### config.mk
export PLATFORM = sky130hd
export DESIGN_NAME = board_display_tx
export DESIGN_NICKNAME = d
export VERILOG_FILES = /design/src/rtl/minesweeper_pkg.sv /design/src/rtl/mine_neighbor_count.sv /design/src/rtl/board_display_tx.sv
export SDC_FILE = /design/constraint.sdc
export NUM_CORES = 1
export LEC_CHECK = 0
export BUFFER_PORTS_ARGS = -buffer_cell sky130_fd_sc_hd__buf_2
export CORE_MARGIN = 2
export CORE_UTILIZATION = 25
export DETAILED_ROUTE_END_ITERATION = 8
export GPL_ROUTABILITY_DRIVEN = 1
export GPL_TIMING_DRIVEN = 0
export PLACE_DENSITY_LB_ADDON = 0.2
export SKIP_CTS_REPAIR_TIMING = 1
export SLEW_MARGIN = 10
export SYNTH_ARGS = -nofsm -noshare
export SYNTH_HDL_FRONTEND = slang
export SYNTH_HIERARCHICAL = 1
export SYNTH_SLANG_ARGS = --single-unit
### constraint.sdc
create_clock -name in_clka -period 16.66 [get_ports in_clka]
set_input_delay 3.332 -clock in_clka [delete_from_list [all_inputs] [get_ports in_clka]]
set_output_delay 3.332 -clock in_clka [all_outputs]
set_load 0.005 [all_outputs]
### src/rtl/minesweeper_pkg.sv
// rtl/minesweeper_pkg.sv - shared board geometry, display characters and display FSM states
package minesweeper_pkg;
    localparam int BOARD_DIM = 5;
    localparam int N_CELLS   = 25;

    localparam logic [7:0] HIDDEN_CHAR_DEF = 8'h23;
    localparam logic [7:0] MINE_CHAR_DEF   = 8'h2A;
    localparam logic [7:0] EOL_CHAR_DEF    = 8'h0A;
    localparam logic [7:0] DIGIT_BASE      = 8'h30;
    localparam logic [7:0] STATUS_LOSE     = 8'h4C;
    localparam logic [7:0] STATUS_WIN      = 8'h57;
    localparam logic [7:0] STATUS_PLAY     = 8'h50;

    typedef enum logic [1:0] {IDLE, SEND, STATUS, DONE} disp_state_t;
endpackage

### src/rtl/mine_neighbor_count.sv
// rtl/mine_neighbor_count.sv - number of mines adjacent to one cell, edges clipped
module mine_neighbor_count
    import minesweeper_pkg::*;
(
    input  logic [N_CELLS-1:0] mines,
    input  logic [4:0]         index,
    output logic [3:0]         count
);
    int         row;
    int         col;
    logic [4:0] nb;

    always_comb begin
        row   = int'(index) / BOARD_DIM;
        col   = int'(index) % BOARD_DIM;
        count = 4'd0;
        nb    = 5'd0;
        for (int dr = -1; dr <= 1; dr++) begin
            for (int dc = -1; dc <= 1; dc++) begin
                // Row and column are bounded separately so row ends never wrap.
                if ((dr != 0 || dc != 0) &&
                    row + dr >= 0 && row + dr < BOARD_DIM &&
                    col + dc >= 0 && col + dc < BOARD_DIM) begin
                    nb    = 5'((row + dr) * BOARD_DIM + col + dc);
                    count = count + {3'b000, mines[nb]};
                end
            end
        end
    end
endmodule

### src/rtl/board_display_tx.sv
// rtl/board_display_tx.sv - snapshots the board and streams it as 31 ASCII bytes
module board_display_tx
    import minesweeper_pkg::*;
#(
    parameter logic [7:0] HIDDEN_CHAR = HIDDEN_CHAR_DEF,
    parameter logic [7:0] MINE_CHAR   = MINE_CHAR_DEF,
    parameter logic [7:0] EOL_CHAR    = EOL_CHAR_DEF
) (
    input  logic                in_clka,
    input  logic                in_restart,
    input  logic                in_display,
    input  logic [N_CELLS-1:0]  in_mines,
    input  logic [N_CELLS-1:0]  in_cleared,
    input  logic                in_gameover,
    input  logic                in_win,
    output logic [7:0]          out_tx_data,
    output logic                out_tx_valid,
    input  logic                in_tx_ready,
    output logic                out_busy,
    output logic                out_display_done
);
    disp_state_t        state_q;
    logic [2:0]         row_q, col_q;
    logic [N_CELLS-1:0] snap_mines_q, snap_cleared_q;
    logic               snap_gameover_q, snap_win_q;
    logic [7:0]         data_q;
    logic               valid_q, busy_q, done_q;

    logic [2:0]         row_d, col_d;
    logic [N_CELLS-1:0] src_mines, src_cleared;
    logic               src_gameover;
    logic [4:0]         cell_idx;
    logic [3:0]         nbr_cnt;
    logic [7:0]         status_char;
    logic [7:0]         data_d;
    logic               last_eol;

    assign last_eol = (row_q == 3'd4) && (col_q == 3'd5);

    // Position of the byte to present next; in IDLE the first byte comes straight from the inputs.
    always_comb begin
        src_mines    = snap_mines_q;
        src_cleared  = snap_cleared_q;
        src_gameover = snap_gameover_q;
        row_d        = row_q;
        col_d        = col_q + 3'd1;
        if (state_q == IDLE) begin
            src_mines    = in_mines;
            src_cleared  = in_cleared;
            src_gameover = in_gameover;
            row_d        = 3'd0;
            col_d        = 3'd0;
        end else if (col_q == 3'd5) begin
            row_d = row_q + 3'd1;
            col_d = 3'd0;
        end
    end

    assign cell_idx = 5'(row_d) * 5'd5 + 5'(col_d);

    mine_neighbor_count u_nbr (
        .mines (src_mines),
        .index (cell_idx),
        .count (nbr_cnt)
    );

    assign status_char = snap_gameover_q ? STATUS_LOSE :
                         snap_win_q      ? STATUS_WIN  : STATUS_PLAY;

    always_comb begin
        data_d = HIDDEN_CHAR;
        if (state_q != IDLE && last_eol)
            data_d = status_char;
        else if (col_d == 3'd5)
            data_d = EOL_CHAR;
        else if (src_mines[cell_idx] && (src_cleared[cell_idx] || src_gameover))
            data_d = MINE_CHAR;
        else if (src_cleared[cell_idx])
            data_d = DIGIT_BASE + {4'b0000, nbr_cnt};
    end

    always_ff @(posedge in_clka) begin
        if (in_restart) begin
            state_q         <= IDLE;
            row_q           <= 3'd0;
            col_q           <= 3'd0;
            snap_mines_q    <= '0;
            snap_cleared_q  <= '0;
            snap_gameover_q <= 1'b0;
            snap_win_q      <= 1'b0;
            data_q          <= 8'h00;
            valid_q         <= 1'b0;
            busy_q          <= 1'b0;
            done_q          <= 1'b0;
        end else begin
            case (state_q)
                IDLE: begin
                    valid_q <= 1'b0;
                    done_q  <= 1'b0;
                    busy_q  <= 1'b0;
                    if (in_display) begin
                        snap_mines_q    <= in_mines;
                        snap_cleared_q  <= in_cleared;
                        snap_gameover_q <= in_gameover;
                        snap_win_q      <= in_win;
                        row_q           <= 3'd0;
                        col_q           <= 3'd0;
                        data_q          <= data_d;
                        valid_q         <= 1'b1;
                        busy_q          <= 1'b1;
                        state_q         <= SEND;
                    end
                end
                SEND: begin
                    if (in_tx_ready) begin
                        data_q <= data_d;
                        row_q  <= row_d;
                        col_q  <= col_d;
                        if (last_eol) begin
                            row_q   <= row_q;
                            col_q   <= col_q;
                            state_q <= STATUS;
                        end
                    end
                end
                STATUS: begin
                    if (in_tx_ready) begin
                        valid_q <= 1'b0;
                        done_q  <= 1'b1;
                        state_q <= DONE;
                    end
                end
                DONE: begin
                    done_q  <= 1'b0;
                    busy_q  <= 1'b0;
                    state_q <= IDLE;
                end
                default: state_q <= IDLE;
            endcase
        end
    end

    assign out_tx_data      = data_q;
    assign out_tx_valid     = valid_q;
    assign out_busy         = busy_q;
    assign out_display_done = done_q;
endmodule

==> key figures <==
Critical path
  • Critical Path Source Type: flop
  • Worst path slowest cell: o31ai_1
  • CP max FO: 19
  • Top cell by count, worst path: ha_1
  • WS Path Type: reg2reg
  • CP required: 16.91 ns
  • CP peak stage delay: around 0.59 ns
  • WP data arrival: 15.67 ns
  • Worst setup EP type: flop

Power and ir drop
  • Pleak: roughly 3.7 nW
  • Pwr dens: about 180 nW/µm²
  • Flop pwr share: between 10% and 20%
  • VDD IR-drop max: 0.0713 mV
  • Internal: around 0.84 mW
  • Power Total: ~1.6 mW
  • NetSw: 0.803 mW
  • Switching part of the total: 48.7%
  • Clock power share: a little under an eighth
  • Comb pwr share: between 70% and 80%

STA
  • Minimum hold slack: 0.450 ns
  • Post-route setup TNS: 0 ns
  • FMAX: ~0.065 GHz
  • Final Hold Violating Endpoints: 0
  • Max_slew headroom: between 30% and 40%
  • Tmin final: between 15 and 20 ns
  • Count of final setup violators: 0
  • Measured slew at the worst slew-check pin: between 0.9 and 1 ns
  • Period utilization: approximately 93%
  • Slew Limit Fails: 0
  • Setup Skew: between 0.009 and 0.01 ns

Floorplan
  • Core area: around 32000 µm²
  • Die Y: approximately 180 µm
  • Number of placed I/O pins: 67
  • Die area: around 34000 µm²
  • Site Rows: 66
  • Initial Utilization: between 20% and 30%
  • Die Wd: between 150 and 200 µm

Finish
  • Final nets: ~1200
  • Final Cell Area: about 9400 µm²
  • Area grow syn2layout: 14.8%
  • Final Non-Filler Cells: 1526
  • Diodes inserted: 0
  • Layout cells sized above 1: ~20%
  • Filler instances: between 3000 and 4000

Synthesis
  • Post-Synth Adder-Cell Area: between 10% and 20%
  • Synth Area in Simple Gates: roughly a fifth
  • Post-synthesis cell type count: just under 100
  • Top-area cell type share of the netlist area: roughly 17%
  • Synth warnings: 6
  • Syn_nets: 1131
  • Area contributors post-synth: dfxtp_1 (17%), mux4_2 (10%), ha_1 (9.2%), nand2_1 (7.5%), a21oi_1 (6.0%)
  • Async SR Flop Fraction: 0%
  • Register area share after synthesis: roughly 17%
  • Main combinational cell family by area after synthesis: compound AO/OA/AOI/OAI gates
  • Mux cell area share after synthesis: between 15 and 20%
  • Post-Syn Area: 8180 µm²
  • Leading area contributor after synthesis: dfxtp_1
  • Syn Area/Cell: about 8.1 µm²
  • Xor-xnor portion of the synthesized cell area: roughly 6.5%
  • Mapped Cells: just over 1000
  • Post-synth EDFFs: 0
  • Post-synthesis compound-gate area fraction: 21.9%
  • Synth Register Bits: 70
  • Most used DFF post-synth: dfxtp_1

Min path
  • Worst hold path class: reg2reg

Route
  • Drt wl/cell: 17.4 µm
  • DRC Markers: 0
  • Initial drt markers: around 390
  • DRT Wirelength: roughly 27 mm
  • Drt first pass iters: 6
  • Vias post-DR: between 7000 and 8000
  • Vias per cell: 5.10
  • Post-route ant nets: 0

Clock tree
  • Htree depth: 3
  • CTS clock-pin slew for the worst setup and hold paths: roughly 0.060 ns
  • CTS tree: done
  • Max clock buf depth: 2
  • Num CTS Buffers: 9
  • Root Driver: clkbuf_16
  • Clk sinks: 70
  • Worst skew pair latency: 0.34 ns

Outcome
  • Status: complete, no violations

Placed design
  • DP HPWL: ~21 mm
  • Dpl cells: 1514
  • GP Congestion: 0.860
  • Post-DP Area: approximately 9000 µm²
  • Buffers on Ports: 64

GRT
  • GRT Residual Overflow: 0
  • Vias in the first global route: about 7500
  • First-pass GRT wire length: 42.7 mm
  • All-Layer GR Usage: between 10% and 20%
  • Initial antenna violation count: 0
  • Largest net degree at the start of global routing: 14

Run
  • Max Cap Viol: 0
==> cells by family after synthesis <==
| group | Yosys count |
|---|---|
| other cells | 1 |
| compound gates | 260 |
| mux | 95 |
| simple gates | 354 |
| flops | 70 |
| buf+inv | 104 |
| fa+ha+maj | 68 |
| xor+xnor | 56 |
==> state kept, by name, summed over array words and instances (netlist names) <==
name and cells:
snap_cleared_q 25, snap_mines_q 25, out_tx_data 7, col_q 3, row_q 3, state_q 2, out_busy 1, out_display_done 1
out_tx_valid 1, snap_gameover_q 1, snap_win_q 1
==> routing by layer <==
layer	global-route usage [%]	share of wire (%)
met1	22.2	48
met2	26.2	46
met3	2.42	4.5
met4	2.89	1.2
met5	0	0
==> path summary, 6_finish.rpt <==
kind | start | end | slack [ns] | cells after the start
hold / removal | snap_mines_q[5]$_SDFFE_PP0P_ | snap_mines_q[5]$_SDFFE_PP0P_ | 0.45 | 2
setup / recovery | state_q[0]$_SDFFE_PP0P_ | out_tx_data[3]$_SDFFE_PP0P_ | 1.24 | 68
setup reg to reg | state_q[0]$_SDFFE_PP0P_ | out_tx_data[3]$_SDFFE_PP0P_ | 1.24 | 68
hold reg to reg | snap_mines_q[5]$_SDFFE_PP0P_ | snap_mines_q[5]$_SDFFE_PP0P_ | 0.45 | 2
==> Yosys cell counts, drive strengths merged, types with 3 or more instances <==
cell type	instances
fa	7
or2	3
clkinv	4
o21ai	39
nor4	6
nand3	26
o32a	3
and2	9
or3	5
a211oi	13
a311oi	3
o31ai	6
a31oi	16
and3	11
nand4	6
mux2	40
a31o	3
buf	17
mux2i	18
nor2	69
nand2b	14
ha	60
a22o	3
inv	42
clkbuf	41
or4	4
xor2	25
nand2	163
nor3b	5
o21ba	3
o2111ai	3
nor3	19
nor2b	7
a221oi	4
o21a	5
a22oi	11
o211ai	9
mux4	37
o311ai	5
a21oi	100
o221ai	4
xnor2	30
dfxtp	70
a21o	6
==> stage by stage <==
step / utilization [%] / setup slack (ns)
finish: 29.0 / 1.24
global route: 29.0 / -0.00131
CTS: 28.8 / -0.869
detailed placement: 28.0 / -0.801
global placement: 28.0 / -0.934
floorplan: - / 2.28
==> power by group through the flow <==
stage / clock network (mW) / logic [mW] / registers [mW]
final: 0.193 / 1.23 / 0.225
after global routing: 0.203 / 1.37 / 0.231
after CTS: 0.198 / 1.22 / 0.226
after detailed placement: 0 / 1.21 / 0.230
after global placement: 0 / 1.22 / 0.228
after floorplan: 0 / 0.890 / 0.223
==> cells in the final DEF (no fill, tap or decap), types with 25 or more instances in the layout <==
master	n
clkbuf_1	39
buf_2	69
mux2_2	40
mux4_2	37
nand3_1	25
o21ai_0	36
nor2_1	66
nand2_1	163
xnor2_1	28
inv_1	38
ha_1	59
a21oi_1	98
dfxtp_1	70
==> final cells by class <==
type | instances | area, µm² | area share, %
multi-input combinational | 834 | 6380 | 67.9
sequential | 70 | 1400 | 14.9
tap | 442 | 553 | 5.89
timing repair buffer | 65 | 328 | 3.49
buffer | 55 | 250 | 2.67
clock buffer | 10 | 239 | 2.55
inverter | 46 | 190 | 2.03
clock inverter | 4 | 48.8 | 0.520
==> worst max-delay path, delay by kind of cell, from the launching register on <==
kind	cells	cell delay, ns
compound gates	16	3.44
xor+xnor	5	1.53
fa+ha+maj	17	4.59
simple gates	12	2.24
flops	1	0.33
buf+inv	15	2.35
mux	3	0.80
Power figures use the tool's default switching activity.
